`src/rtl/trace_pkg.sv`:
```
// trace_pkg: packet format shared by the trace FIFO writer and reader
package trace_pkg;
  localparam int SAMPLE_WIDTH = 16;
  localparam int LOSS_FLAG_BIT = SAMPLE_WIDTH;
  typedef struct packed {
    logic flag;
    logic [SAMPLE_WIDTH-1:0] payload;
  } trace_word_t;
  typedef enum logic {PKT_SAMPLE = 1'b0, PKT_LOSS = 1'b1} pkt_kind_e;
endpackage

```
`src/rtl/trace_packet_reader_sat_accum.sv`:
```
// sat_accum: saturating accumulator; clr clears, clr together with add loads inc
// Ports: clk, rst (sync, active-high), clr, add, inc (zero-extended addend), value
module sat_accum #(
  parameter int width_p = 32,
  parameter int inc_width_p = 16
) (
  input  logic                   clk,
  input  logic                   rst,
  input  logic                   clr,
  input  logic                   add,
  input  logic [inc_width_p-1:0] inc,
  output logic [width_p-1:0]     value
);
  logic [width_p-1:0] base;
  logic [width_p:0]   sum;
  assign base = clr ? '0 : value;
  assign sum = {1'b0, base} + {{(width_p + 1 - inc_width_p){1'b0}}, inc};
  always_ff @(posedge clk) begin
    if (rst) value <= '0;
    else if (add) value <= sum[width_p] ? '1 : sum[width_p-1:0];
    else if (clr) value <= '0;
  end
endmodule

```
`src/rtl/trace_packet_reader.sv`:
```
// trace_packet_reader: pops trace FIFO, forwards samples, folds loss packets into stats
// Ports: clk/rst (sync, active-high); fifo_data/valid/ready FIFO read side;
//   out_data/out_gap/out_valid/out_ready registered downstream port;
//   clr_stats clears last_lost/lost_total/loss_events/proto_err.
module trace_packet_reader
  import trace_pkg::*;
#(
  parameter int sample_width_p = 16,
  parameter int counter_width_p = 16,
  parameter int total_width_p = 32,
  parameter int events_width_p = 16
) (
  input  logic                       clk,
  input  logic                       rst,
  input  logic [sample_width_p:0]    fifo_data,
  input  logic                       fifo_valid,
  output logic                       fifo_ready,
  output logic [sample_width_p-1:0]  out_data,
  output logic                       out_gap,
  output logic                       out_valid,
  input  logic                       out_ready,
  input  logic                       clr_stats,
  output logic [counter_width_p-1:0] last_lost,
  output logic [total_width_p-1:0]   lost_total,
  output logic [events_width_p-1:0]  loss_events,
  output logic                       proto_err
);
  pkt_kind_e kind;
  logic [counter_width_p-1:0] count;
  logic accept, samp_acc, loss_acc, good_loss, gap_pending;
  assign kind = fifo_data[sample_width_p] ? PKT_LOSS : PKT_SAMPLE;
  assign count = fifo_data[counter_width_p-1:0];
  // loss packets never touch the output stage, so they are popped regardless of backpressure
  assign fifo_ready = ~rst & ((fifo_valid & kind == PKT_LOSS) | ~out_valid | out_ready);
  assign accept = fifo_valid & fifo_ready;
  assign samp_acc = accept & kind == PKT_SAMPLE;
  assign loss_acc = accept & kind == PKT_LOSS;
  assign good_loss = loss_acc & |count;
  always_ff @(posedge clk) begin
    if (rst) begin
      out_valid <= 1'b0;
      out_data <= '0;
      out_gap <= 1'b0;
      gap_pending <= 1'b0;
    end else begin
      if (samp_acc) begin
        out_valid <= 1'b1;
        out_data <= fifo_data[sample_width_p-1:0];
        out_gap <= gap_pending;
      end else if (out_ready) out_valid <= 1'b0;
      gap_pending <= loss_acc | (gap_pending & ~samp_acc);
    end
  end
  always_ff @(posedge clk) begin
    if (rst) begin
      last_lost <= '0;
      proto_err <= 1'b0;
    end else begin
      last_lost <= good_loss ? count : clr_stats ? '0 : last_lost;
      proto_err <= (loss_acc & ~|count) | (proto_err & ~clr_stats);
    end
  end
  sat_accum #(.width_p(total_width_p), .inc_width_p(counter_width_p)) u_total (
    .clk(clk), .rst(rst), .clr(clr_stats), .add(good_loss), .inc(count), .value(lost_total)
  );
  sat_accum #(.width_p(events_width_p), .inc_width_p(1)) u_events (
    .clk(clk), .rst(rst), .clr(clr_stats), .add(good_loss), .inc(1'b1), .value(loss_events)
  );
endmodule
```
`config.mk`:
```
export PLATFORM = sky130hd
export DESIGN_NAME = trace_packet_reader
export DESIGN_NICKNAME = d
export VERILOG_FILES = /design/src/rtl/trace_pkg.sv /design/src/rtl/trace_packet_reader_sat_accum.sv /design/src/rtl/trace_packet_reader.sv
export SDC_FILE = /design/constraint.sdc
export NUM_CORES = 1
export LEC_CHECK = 0
export ABC_AREA = 1
export CORE_UTILIZATION = 45
export CTS_BUF_LIST = sky130_fd_sc_hd__clkbuf_4
export DETAILED_ROUTE_END_ITERATION = 7
export GPL_TIMING_DRIVEN = 0
export PLACE_DENSITY = 0.73
export SLEW_MARGIN = 15
export SYNTH_ARGS = -nofsm -noshare
export SYNTH_HDL_FRONTEND = slang
export SYNTH_SLANG_ARGS = --single-unit
```
`constraint.sdc`:
```
create_clock -name clk -period 2.95 [get_ports clk]
set_input_delay 0.295 -clock clk [delete_from_list [all_inputs] [get_ports clk]]
set_output_delay 0.295 -clock clk [all_outputs]
set_load 0.1 [all_outputs]
```
==> results.sh <==
export IMPL_status="complete, no violations"
export IMPL_ys_async_sr_fraction_pct=0
export IMPL_netlist_area_mm2=0.005167
export IMPL_finalHoldViolCount=0
export IMPL_fmax_ghz=0.3801
export IMPL_maxCapViolCount=0
export IMPL_skew_ps=29.88
export IMPL_multi_input_area_mm2=0.002940
export IMPL_wl_per_cell_um=14.48
export IMPL_portBuffers=105
export IMPL_area_growth_pct=27.00
export IMPL_synth_cell_type_count=34
export IMPL_grt_pass1_wl_um=25130
export IMPL_drtAntennaViolNets=0
export IMPL_drive_gt1_share_pct=5.230
export IMPL_cts_max_level=3
export IMPL_antenna_found_initial=0
export IMPL_synth_edff_count=0
export IMPL_synth_seq_cells=84
export IMPL_detailed_place_hpwl_um=12300
export IMPL_synthesis_nets=876
export IMPL_worstPathMaxFanout=10
export IMPL_yosysTopAreaCell="dfxtp_1"
export IMPL_rsz0062_at_grt="no"
export IMPL_worst_slack_ps=319.0
export IMPL_fin_cells=1096
export IMPL_critPathTopFamily="buffers and inverters"
export IMPL_num_io_pins=106
export IMPL_arrival_ps=3000
export IMPL_power_density_mw_per_mm2=382.3
export IMPL_tightest_slew_ps=1005
export IMPL_cts_setup_buffers=0
export IMPL_worst_path_largest_cell_delay_ps=330
export IMPL_die_area_mm2=0.01192
export IMPL_initial_core_util_pct=46.85
export IMPL_cp_num_buf_inv=5
export IMPL_die_h_um=109.2
export IMPL_core_area_mm2=0.01103
export IMPL_p_leak_nw=2.955
export IMPL_cts_buffer_depth=2
export IMPL_finalCriticalPeriod_ps=2631
export IMPL_cts_tree="yes"
export IMPL_yosysSeqAreaShare_pct=32.54
export IMPL_synth_area_leaders="dfxtp_1, nand2_1, nor2_1"
export IMPL_post_route_util_pct=59.49
export IMPL_ys_flop_type="dfxtp_1"
export IMPL_cts_buffers=9
export IMPL_drt_pass1_iter_count=7
export IMPL_vdd_drop_max_v=0.0003348
export IMPL_grt_max_degree=18
export IMPL_cp_end_kind="register"
export IMPL_startpoint_type="primary input"
export IMPL_cp_slowest_cell="buf_2"
export IMPL_hold_worst_slack_ps=472.5
export IMPL_synth_most_common_cell="nand2_1"
export IMPL_path_cells="clkdlybuf4s15_2, buf_2, buf_2, nor2_1, ha_1, a21oi_1, o21ai_0, a21oi_1, nand2_1, nand2_1, nand2_1, buf_2, o21ai_0, inv_1"
export IMPL_drtIter0Drc=452
export IMPL_required_ps=3320
export IMPL_grt_util_all_layers_pct=27.37
export IMPL_p_total_mw=2.509
export IMPL_path_class="primary input to register"
export IMPL_nFillCells=1127
export IMPL_vias_per_cell=5.220
export IMPL_wirelength_um=15870
export IMPL_grt_overflow=0
export IMPL_postSynthCellCount=836
export IMPL_slew_viol_final=0
export IMPL_hold_path_class="register to register"
export IMPL_die_w_um=109.2
export IMPL_gp_congestion=0.9479
export IMPL_syn_avg_cell_area_um2=6.181
export IMPL_fp_row_count=38
export IMPL_synth_warnings=0
export IMPL_clkLatencyLatePin_ps=460
export IMPL_postCtsHoldBufs=0
export IMPL_grt_pass1_vias=5041
export IMPL_synth_commonest_cells="nand2_1, nor2_1, inv_1, a21oi_1, dfxtp_1"
export IMPL_root_buffer="clkbuf_4"
export IMPL_antenna_cells=0
export IMPL_numClockSinks=84
export IMPL_yosysTopAreaCellShare_pct=32.54
export IMPL_dp_cells=1081
export IMPL_final_setup_viol_count=0
export IMPL_slew_headroom_pct=32.76
export IMPL_drc=0
export IMPL_num_vias=5721
export IMPL_nNetsFinal=991
export IMPL_regArea_mm2=0.001682
export IMPL_clkTransAtPathRegs_ps=160
export IMPL_timing_final_crit_share_pct=89.19
export IMPL_pre_cts_ws_ps=-839.9
[timing repair]
item / CTS / global route
gates resized for setup: 3 / 3
pin swaps: 0 / 0
endpoints found under the setup margin: 32 / 30
[layout make-up]
cell class              count  area share [%]
plain buffers              25           1.945
clock buffers               9           1.030
clock inverters             7           1.335
inverters                 114           6.559
multi-input cells         612           44.80
flip-flops and latches     84           25.62
well taps                 140           2.669
repair buffers            105           16.03
[path summary, 6_finish.rpt]
check                    from                end  slack, ps  cells after the start
max reg2reg  u_total.value[0]  u_total.value[10]        480                     15
min              last_lost[9]       last_lost[9]        470                      2
min reg2reg      last_lost[9]       last_lost[9]        470                      2
max                 clr_stats  u_total.value[10]        320                     14
[stage by stage]
step	setup TNS [ps]	instance area (µm²)
after floorplan	0	5174
after global placement	-23300	6400
after detailed placement	-23480	6400
after CTS	0	6556
after global routing	0	6563
final	0	6563
[power breakdown]
group	switching, mW	internal (mW)	leakage (nW)
registers	0.0159	1.16	0.682
clock network	0.479	0.281	0.0854
logic	0.423	0.146	2.19
[worst reg2reg max path, cell delays in order, from the launching register on]
cell	delay (ps)
dfxtp_1	350
nand2_1	80
inv_1	40
ha_1	210
fa_1	410
nand3_1	110
nand3_2	140
nand3_1	110
nand2_1	100
nand2_1	110
nand2_1	100
nand2_1	80
nand2_1	120
buf_2	220
o21ai_0	170
inv_1	50
[per-layer routing]
layer | routed length (µm) | up-vias | global-route usage (%)
li1 | - | 2895 | -
met1 | 7319 | 2573 | 38.38
met2 | 7083 | 234 | 44.16
met3 | 1259 | 19 | 3.347
met4 | 210 | 0 | 7.143
met5 | 0 | - | 0
[cell usage in the layout (no fill, tap or decap), drive strengths merged, types with 3 or more instances in the layout]
cell type / n
dfxtp: 84
o21ai: 33
inv: 117
clkbuf: 20
clkdlybuf4s50: 104
a21oi: 89
nand2: 223
xor2: 18
nand3: 64
clkinv: 3
nor2: 124
buf: 14
nand4: 7
nor3: 21
ha: 17
[logic make-up after synthesis]
group	Yosys count	share of synthesized area, %
xor+xnor	20	3.390
buf+inv	140	10.85
compound gates	129	12.81
simple gates	445	35.91
flops	84	32.54
fa+ha+maj	18	4.504
[flip-flops by register name (all words and copies together), names as in the netlist, named ones only]
name	flops
u_total.value	32
last_lost	16
out_data	16
u_events.value	16
out_gap	1
out_valid	1
proto_err	1
No activity file was read; power rests on OpenSTA's default activity.
